`src/rtl/mem_port_arbiter.sv`:
```
// Two-requester round-robin arbiter for the single cache/memory port.
// One outstanding access; command held while memory stalls; stall timeout aborts.
module mem_port_arbiter #(
  parameter int unsigned ADDR_W      = 10,
  parameter int unsigned DATA_W      = 32,
  parameter int unsigned TIMEOUT_CYC = 255
) (
  input  logic              clk,
  input  logic              reset,
  input  logic              req0,
  input  logic              req1,
  input  logic              we0,
  input  logic              we1,
  input  logic [ADDR_W-1:0] addr0,
  input  logic [ADDR_W-1:0] addr1,
  input  logic [DATA_W-1:0] wdata0,
  input  logic [DATA_W-1:0] wdata1,
  output logic              done0,
  output logic              done1,
  output logic              err0,
  output logic              err1,
  output logic [DATA_W-1:0] rdata0,
  output logic [DATA_W-1:0] rdata1,
  output logic              mem_read,
  output logic              mem_write,
  output logic [ADDR_W-1:0] mem_addr,
  output logic [DATA_W-1:0] mem_wdata,
  input  logic              mem_stall,
  input  logic [DATA_W-1:0] mem_rdata,
  output logic              busy
);

  localparam int unsigned     CNT_W     = 16;
  localparam logic [CNT_W-1:0] CNT_LIMIT = CNT_W'(TIMEOUT_CYC - 1);

  typedef enum logic {IDLE, BUSY} state_t;

  state_t             r_state;
  logic               r_owner;
  logic               r_ptr;
  logic [CNT_W-1:0]   r_cnt;

  logic               w_elig0;
  logic               w_elig1;
  logic               w_win;
  logic               w_we;
  logic [ADDR_W-1:0]  w_addr;
  logic [DATA_W-1:0]  w_wdata;

  // A port whose done pulse is out this cycle is masked so a still-held req is not re-issued.
  assign w_elig0 = req0 & ~done0;
  assign w_elig1 = req1 & ~done1;
  assign w_win   = w_elig1 & (~w_elig0 | r_ptr);
  assign w_we    = w_win ? we1    : we0;
  assign w_addr  = w_win ? addr1  : addr0;
  assign w_wdata = w_win ? wdata1 : wdata0;

  // Arbitration FSM: grant in IDLE, hold command in BUSY until completion or timeout.
  always_ff @(posedge clk) begin
    if (reset) begin
      r_state   <= IDLE;
      r_owner   <= 1'b0;
      r_ptr     <= 1'b0;
      r_cnt     <= '0;
      done0     <= 1'b0;
      done1     <= 1'b0;
      err0      <= 1'b0;
      err1      <= 1'b0;
      rdata0    <= '0;
      rdata1    <= '0;
      mem_read  <= 1'b0;
      mem_write <= 1'b0;
      mem_addr  <= '0;
      mem_wdata <= '0;
      busy      <= 1'b0;
    end else begin
      done0 <= 1'b0;
      done1 <= 1'b0;
      err0  <= 1'b0;
      err1  <= 1'b0;
      case (r_state)
        IDLE: begin
          if (w_elig0 | w_elig1) begin
            r_owner   <= w_win;
            mem_read  <= ~w_we;
            mem_write <= w_we;
            mem_addr  <= w_addr;
            mem_wdata <= w_wdata;
            r_cnt     <= '0;
            busy      <= 1'b1;
            r_state   <= BUSY;
          end
        end
        BUSY: begin
          if (!mem_stall) begin
            if (r_owner) begin
              done1 <= 1'b1;
              if (mem_read) rdata1 <= mem_rdata;
            end else begin
              done0 <= 1'b1;
              if (mem_read) rdata0 <= mem_rdata;
            end
            mem_read  <= 1'b0;
            mem_write <= 1'b0;
            r_ptr     <= ~r_owner;
            busy      <= 1'b0;
            r_state   <= IDLE;
          end else if (r_cnt == CNT_LIMIT) begin
            if (r_owner) begin
              done1 <= 1'b1;
              err1  <= 1'b1;
            end else begin
              done0 <= 1'b1;
              err0  <= 1'b1;
            end
            mem_read  <= 1'b0;
            mem_write <= 1'b0;
            r_ptr     <= ~r_owner;
            r_cnt     <= '0;
            busy      <= 1'b0;
            r_state   <= IDLE;
          end else begin
            r_cnt <= r_cnt + CNT_W'(1);
          end
        end
        default: r_state <= IDLE;
      endcase
    end
  end

endmodule

```
`config.mk`:
```
export PLATFORM = sky130hd
export DESIGN_NAME = mem_port_arbiter
export DESIGN_NICKNAME = d
export VERILOG_FILES = /design/src/rtl/mem_port_arbiter.sv
export SDC_FILE = /design/constraint.sdc
export NUM_CORES = 1
export LEC_CHECK = 0
export ABC_AREA = 1
export CELL_PAD_IN_SITES_DETAIL_PLACEMENT = 0
export CELL_PAD_IN_SITES_GLOBAL_PLACEMENT = 1
export CORE_MARGIN = 5
export CORE_UTILIZATION = 30
export CTS_BUF_LIST = sky130_fd_sc_hd__clkbuf_8 sky130_fd_sc_hd__clkbuf_16
export DETAILED_ROUTE_END_ITERATION = 12
export PLACE_DENSITY = 0.81
export SYNTH_ARGS = -nofsm -noshare
export SYNTH_HDL_FRONTEND = slang
export SYNTH_SLANG_ARGS = --single-unit
```
`constraint.sdc`:
```
create_clock -name clk -period 2 [get_ports clk]
set_clock_uncertainty 0.1 [all_clocks]
set_input_delay 0.4 -clock clk [delete_from_list [all_inputs] [get_ports clk]]
set_output_delay 0.4 -clock clk [all_outputs]
set_load 0.05 [all_outputs]
```
==> results.md, run 1 <==
* Vias per inst at 4.46
* Critical Path RT at 1500 ps
* Pre-CTS setup slack at -60.4 ps
* Clock transition at the registers of the reported paths at 60 ps
* P per Cell Area at 844 nW/um2
* Post-Synthesis Cells at 771
* #FFs+latches synth at 132
* Maximum vdd drop at 0.544 mV
* Worst Path Buf+Inv at 1
* Pleak at 0.00398 uW
* Netlist cell types at 34
* YS warnings at 0
* Initial antenna violation count at 0
* Final min period at 1810 ps
* Total CTS buffers at 17
* Max stage delay on crit path at 550 ps
* CTS tree: done
* Die ar. at 22100 um2
* Commonest non-fill, non-tap cell in the layout: nor2_1
* CP Cell Sequence: dlygate4sd2_1
* Syn Area/Cell at 7.49 um2
* First-pass GRT wire length at 29000 um
* NumNets Final at 1134
* Final Hold Fails at 0
* Clk root buf: clkbuf_16
* CP Launch Type: flip-flop
* Residual DRC at 0
* CTS sink count at 132
* Max-Slew Margin vs Limit at 0.658
* Dpl hpwl at 13500 um
* Final Max Tran Viols at 0
* WL/cell at 14.3 um
* Worst endpoint data arrival time at 1310 ps
* GRT overflow at 0
* Iteration-0 DRC Markers at 216
* Cell count after placement at 1250
* Fin cells at 1282
* Vias at 5721
* WHS at 373 ps
* Die width at 149 um
* Yosys top cell area share at 0.458
* Mapped Nets at 896
* Clk_lat worst skew at 410 ps
* # IOs at 236
* Synth top area cells: dfxtp_1 46%, nor2_1 10%, nand2_1 8.5%, o21ai_0 6.0%, nand3_1 5.5%
* Detailed Route WL at 18300 um
* Antenna Cells at 0
* Hold Crit Depth at 2
* Cell taking the most area after synthesis: dfxtp_1
* Measured slew at the worst slew-check pin at 515 ps
* CTS hold repair buffers at 0
* Setup TNS at 0 ps
* # rows at 50
* Most frequent cells in the layout: 155 x nor2_1, 132 x dfxtp_1, 130 x nand2_1
* Initial Util at 0.307
* Max stage delay cell, worst path: dlygate4sd2_1
* Status: complete, no violations
* Final ANT Viol Nets at 0
* Final worst slack at 185 ps
* Worst path depth at 1
* CP Capture Type: primary output
* Largest net degree at the start of global routing at 62
* Flop-to-flop setup slack at 450 ps
* Min-delay src: r_ptr
* Critical path type: reg2out
* Die height at 149 um
* Layout area overhead at 53.8%
* Vias in the first global route at 5543
* RSZ-0062 raised after global routing: no
* Fraction of layout cells with a size suffix above 1 at 0.197
* Clock Path Buffers at 2
* Register area share after synthesis at 0.458
* Core Box Area at 18800 um2
* H-tree Lvls at 4
* Fmax at 551 MHz
* Total GRT Usage at 0.164
* Hold Path Class: reg2reg
* R2r startpoint: r_cnt[0]
* Gpl congestion at 0.794
* DR pass1 iterations at 4
* Hold endpoint: r_ptr
* Reg2Reg Depth at 8
* Critical path peak fanout at 2
* Final setup fails at 0
* Crit share post-route at 0.907
* Fin util at 0.471
* Synthesized area at 5770 um2
* FF-to-FF End: r_cnt[1]
* Buffers on Ports at 235
* Crit path max-delay family: buffers and inverters
* Max-cap violation count at 0
cells in the mapped netlist (all sizes together):
cell	instances
xnor2	2
nor2	160
o21bai	3
o211ai	42
buf	32
nor4	1
a31o	1
xor2	1
nand2	140
a21oi	19
nand3b	1
or2	4
dfxtp	132
clkbuf	15
o21ai	71
inv	69
nand3	69
nand4	3
o22ai	1
ha	2
nor3	3
final cells by class:
cell class                      count  area (um2)
Fill cell                        1900        9950
Sequential cell                   132        2640
Multi-Input combinational cell    523        2600
Timing Repair Buffer              266        2450
Clock buffer                       17         425
Tap cell                          260         325
Inverter                           69         263
Clock inverter                     15         171
routing by layer:
layer  vias to the layer above  GRT usage  wire (um)
li1                       2966          -          -
met3                        13     0.0585       1580
met5                         -          0          0
met1                      2568      0.203       8090
met4                         0     0.0453        214
met2                       174      0.270       8450
state kept, by name (all words and copies together), names as in the netlist:
name	cells
err1	1
r_ptr	1
rdata1	32
done0	1
busy	1
r_state	1
rdata0	32
r_cnt	16
err0	1
mem_wdata	32
mem_write	1
mem_read	1
r_owner	1
mem_addr	10
done1	1
through the flow:
step | power (uW) | area, um2
after floorplan | 3800 | 5770
after global placement | 4440 | 8320
after detailed placement | 4440 | 8320
after CTS | 7610 | 8880
after global routing | 7850 | 8880
final | 7490 | 8880
logic make-up (layout without fill, tap and decap cells):
| kind of cell | count (synthesis) | after routing | synth area share |
|---|---|---|---|
| AO/OA/AOI/OAI | 137 | 137 | 0.162 |
| XOR/XNOR | 3 | 3 | 0.00455 |
| adder cells (fa/ha/maj) | 2 | 2 | 0.00433 |
| buffers and inverters | 116 | 367 | 0.0910 |
| flip-flops | 132 | 132 | 0.458 |
| AND/OR/NAND/NOR | 381 | 381 | 0.280 |
worst max path at each step:
| stage | from | to | slack, ps |
|---|---|---|---|
| after floorplan | done1 | mem_wdata[11] | 350 |
| after global placement | req1 | mem_read | -30 |
| after detailed placement | mem_stall | rdata1[25] | -60 |
| after CTS | mem_wdata[22] | mem_wdata[22] | 170 |
| after global routing | mem_wdata[22] | mem_wdata[22] | 130 |
| final | mem_wdata[17] | mem_wdata[17] | 190 |
timing repair:
action | in CTS | in global routing
endpoints found under the setup margin | 35 | 0
buffers inserted | 0 | 0
resized for setup | 35 | 0
where the power goes:
group	switching (uW)	internal, uW
Sequential	80.0	2760
Clock	1280	1870
Combinational	910	586
(Power assumes the default switching activity.)
==> run 2: changes to the inputs <==
--- a/config.mk
+++ b/config.mk
@@ -12,7 +12,8 @@
 export CORE_UTILIZATION = 30
 export CTS_BUF_LIST = sky130_fd_sc_hd__clkbuf_8 sky130_fd_sc_hd__clkbuf_16
 export DETAILED_ROUTE_END_ITERATION = 12
-export PLACE_DENSITY = 0.81
+export HOLD_SLACK_MARGIN = 0.08
+export PLACE_DENSITY = 0.79
 export SYNTH_ARGS = -nofsm -noshare
 export SYNTH_HDL_FRONTEND = slang
 export SYNTH_SLANG_ARGS = --single-unit
==> results.md, run 2 (synthesized netlist as in run 1, its figures left out) <==
* Status: complete, no violations (unchanged)
* FILL cells at 1917 (was 1900)
* Initial antenna violation count at 0 (unchanged)
* NumNets Final at 1141 (was 1134)
* Total GRT Usage at 0.169 (was 0.164)
* Vias per inst at 4.46 (about the same)
* Measured slew at the worst slew-check pin at 512 ps (was 515 ps)
* Fmax at 549 MHz (was 551 MHz)
* Psw at 2310 uW (was 2270 uW)
* Die width at 149 um (unchanged)
* Max-cap violation count at 0 (unchanged)
* Core Box Area at 18800 um2 (unchanged)
* Total CTS buffers at 17 (unchanged)
* Clk_lat worst skew at 410 ps (about the same)
* Hold Crit Depth at 2 (unchanged)
* Routed wl met2 at 8390 um (was 8450 um)
* Reg2Reg Depth at 8 (unchanged)
* Cell-internal power at 5500 uW (was 5220 uW)
* Switching share of power at 0.296 (was 0.303)
* Clock Power Share at 0.439 (was 0.421)
* Pleak at 0.00403 uW (was 0.00398 uW)
* RSZ-0062 raised after global routing: no (unchanged)
* P per Cell Area at 869 nW/um2 (was 844 nW/um2)
* Final setup fails at 0 (unchanged)
* DR pass1 iterations at 4 (unchanged)
* CTS tree: done (unchanged)
* # IOs at 236 (unchanged)
* Area of the multi-input gates at 2600 um2 (unchanged)
* Setup TNS at 0 ps (unchanged)
* Maximum vdd drop at 0.635 mV (was 0.544 mV)
* CP Launch Type: flip-flop (unchanged)
* FF/Latch Area at 2640 um2 (unchanged)
* Most frequent cells in the layout: 155 x nor2_1, 132 x dfxtp_1, 130 x nand2_1 (unchanged)
* Final Max Tran Viols at 0 (unchanged)
* Worst path depth at 1 (unchanged)
* Min-delay src: r_ptr (unchanged)
* Fin util at 0.478 (was 0.471)
* CP Capture Type: primary output (unchanged)
* GRT overflow at 0 (unchanged)
* Combinational power share at 0.196 (was 0.200)
* H-tree Lvls at 4 (unchanged)
* Final ANT Viol Nets at 0 (unchanged)
* Final Hold Fails at 0 (unchanged)
* Max stage delay on crit path at 540 ps (was 550 ps)
* Layout area overhead at 55.9% (was 53.8%)
* Vias at 5744 (was 5721)
* Regs by FF count: mem_wdata (32), rdata0 (32), rdata1 (32) (unchanged)
* Number of buffers added for setup after CTS at 0 (unchanged)
* Max stage delay cell, worst path: dlygate4sd2_1 (unchanged)
* Die ar. at 22100 um2 (unchanged)
* Hold Path Class: reg2reg (unchanged)
* Commonest non-fill, non-tap cell in the layout: nor2_1 (unchanged)
* Detailed Route WL at 18900 um (was 18300 um)
* Critical path type: reg2out (unchanged)
* Residual DRC at 0 (unchanged)
* Clk root buf: clkbuf_16 (unchanged)
* Dpl hpwl at 13800 um (was 13500 um)
* Initial Util at 0.307 (unchanged)
* Wl on met1 at 8460 um (was 8090 um)
* CTS sink count at 132 (unchanged)
* Iteration-0 DRC Markers at 295 (was 216)
* CP Cell Sequence: dlygate4sd2_1 (unchanged)
* Reg power frac at 0.365 (was 0.380)
* Antenna Cells at 0 (unchanged)
* Crit path max-delay family: buffers and inverters (unchanged)
* Worst Path Buf+Inv at 1 (unchanged)
* Placed cell areas at 8400 um2 (was 8320 um2)
* Met3 WL post-DR at 1780 um (was 1580 um)
* CTS hold repair buffers at 0 (unchanged)
* CP startpoint: mem_wdata[19] (was mem_wdata[17])
* Fin area at 9000 um2 (was 8880 um2)
* Largest net degree at the start of global routing at 58 (was 62)
* Max-Slew Margin vs Limit at 0.660 (was 0.658)
* # rows at 50 (unchanged)
* Clock transition at the registers of the reported paths at 70 ps (was 60 ps)
* Buffers on Ports at 235 (unchanged)
* Critical path peak fanout at 2 (unchanged)
* First-pass GRT wire length at 29800 um (was 29000 um)
* Fraction of layout cells with a size suffix above 1 at 0.204 (was 0.197)
* R2r startpoint: r_cnt[0] (unchanged)
* Critical Path RT at 1500 ps (about the same)
* Crit share post-route at 0.910 (was 0.907)
* Worst endpoint data arrival time at 1320 ps (was 1310 ps)
* Gpl congestion at 0.783 (was 0.794)
* Tot Pwr at 7820 uW (was 7490 uW)
* Highest Signal Layer: met4 (unchanged)
* Die height at 149 um (unchanged)
* WL/cell at 14.6 um (was 14.3 um)
* Flop-to-flop setup slack at 330 ps (was 450 ps)
* Final min period at 1820 ps (was 1810 ps)
* Clock Path Buffers at 2 (unchanged)
* Vias in the first global route at 5510 (was 5543)
* WHS at 377 ps (was 373 ps)
run 2: changes by cell type in the layout (fill, tap and decap cells not counted), sizes merged:
cell,delta
buf,+9
clkinv,-6
clkinvlp,+3
bufinv,+2
dlygate4sd2,-2
inv,+1
run 2: what timing repair did:
item                                   in CTS  in global routing
setup endpoints to repair                  33                  0
gates resized for setup                    33                  0
endpoints found under the hold margin       0                  0
run 2: final timing paths:
check | to
max | mem_wdata[19]
min | r_ptr
max reg2reg | r_cnt[3]
min reg2reg | r_ptr
run 2: metal layers:
layer | track usage | up-vias
met2 | 0.261 | 178
met4 | 0.0471 | 0
met1 | 0.220 | 2566
met3 | 0.0655 | 11
li1 | - | 2989
met5 | 0 | -
run 2: layout make-up:
cell class                 count  area share
clock buffer                  17      0.0473
tap                          260      0.0362
clock inverter                15      0.0242
sequential                   132       0.294
timing repair buffer         273       0.280
inverter                      69      0.0292
multi-input combinational    523       0.289
run 2: power groups by stage:
stage	combinational, uW	sequential, uW	clock (uW)
after global routing	1640	2870	3650
after detailed placement	1560	2910	0
after floorplan	468	3330	0
after global placement	1560	2910	0
final	1530	2850	3430
after CTS	1550	2850	3540
run 2: stage by stage:
step / setup slack [ps] / instances
2_1_floorplan: 348 / 771
3_3_place_gp: -0.331 / 1257
3_5_place_dp: -11.3 / 1257
4_1_cts: 150 / 1289
5_1_grt: 126 / 1289
6_report: 180 / 1289
==> run 3: changes to the inputs <==
--- a/config.mk
+++ b/config.mk
@@ -6,6 +6,7 @@
 export NUM_CORES = 1
 export LEC_CHECK = 0
 export ABC_AREA = 1
+export ABC_CLOCK_PERIOD_IN_PS = 2000
 export CELL_PAD_IN_SITES_DETAIL_PLACEMENT = 0
 export CELL_PAD_IN_SITES_GLOBAL_PLACEMENT = 1
 export CORE_MARGIN = 5
==> results of run 3 <==
The final DEF is identical to that of run 2; final timing and power are the same.
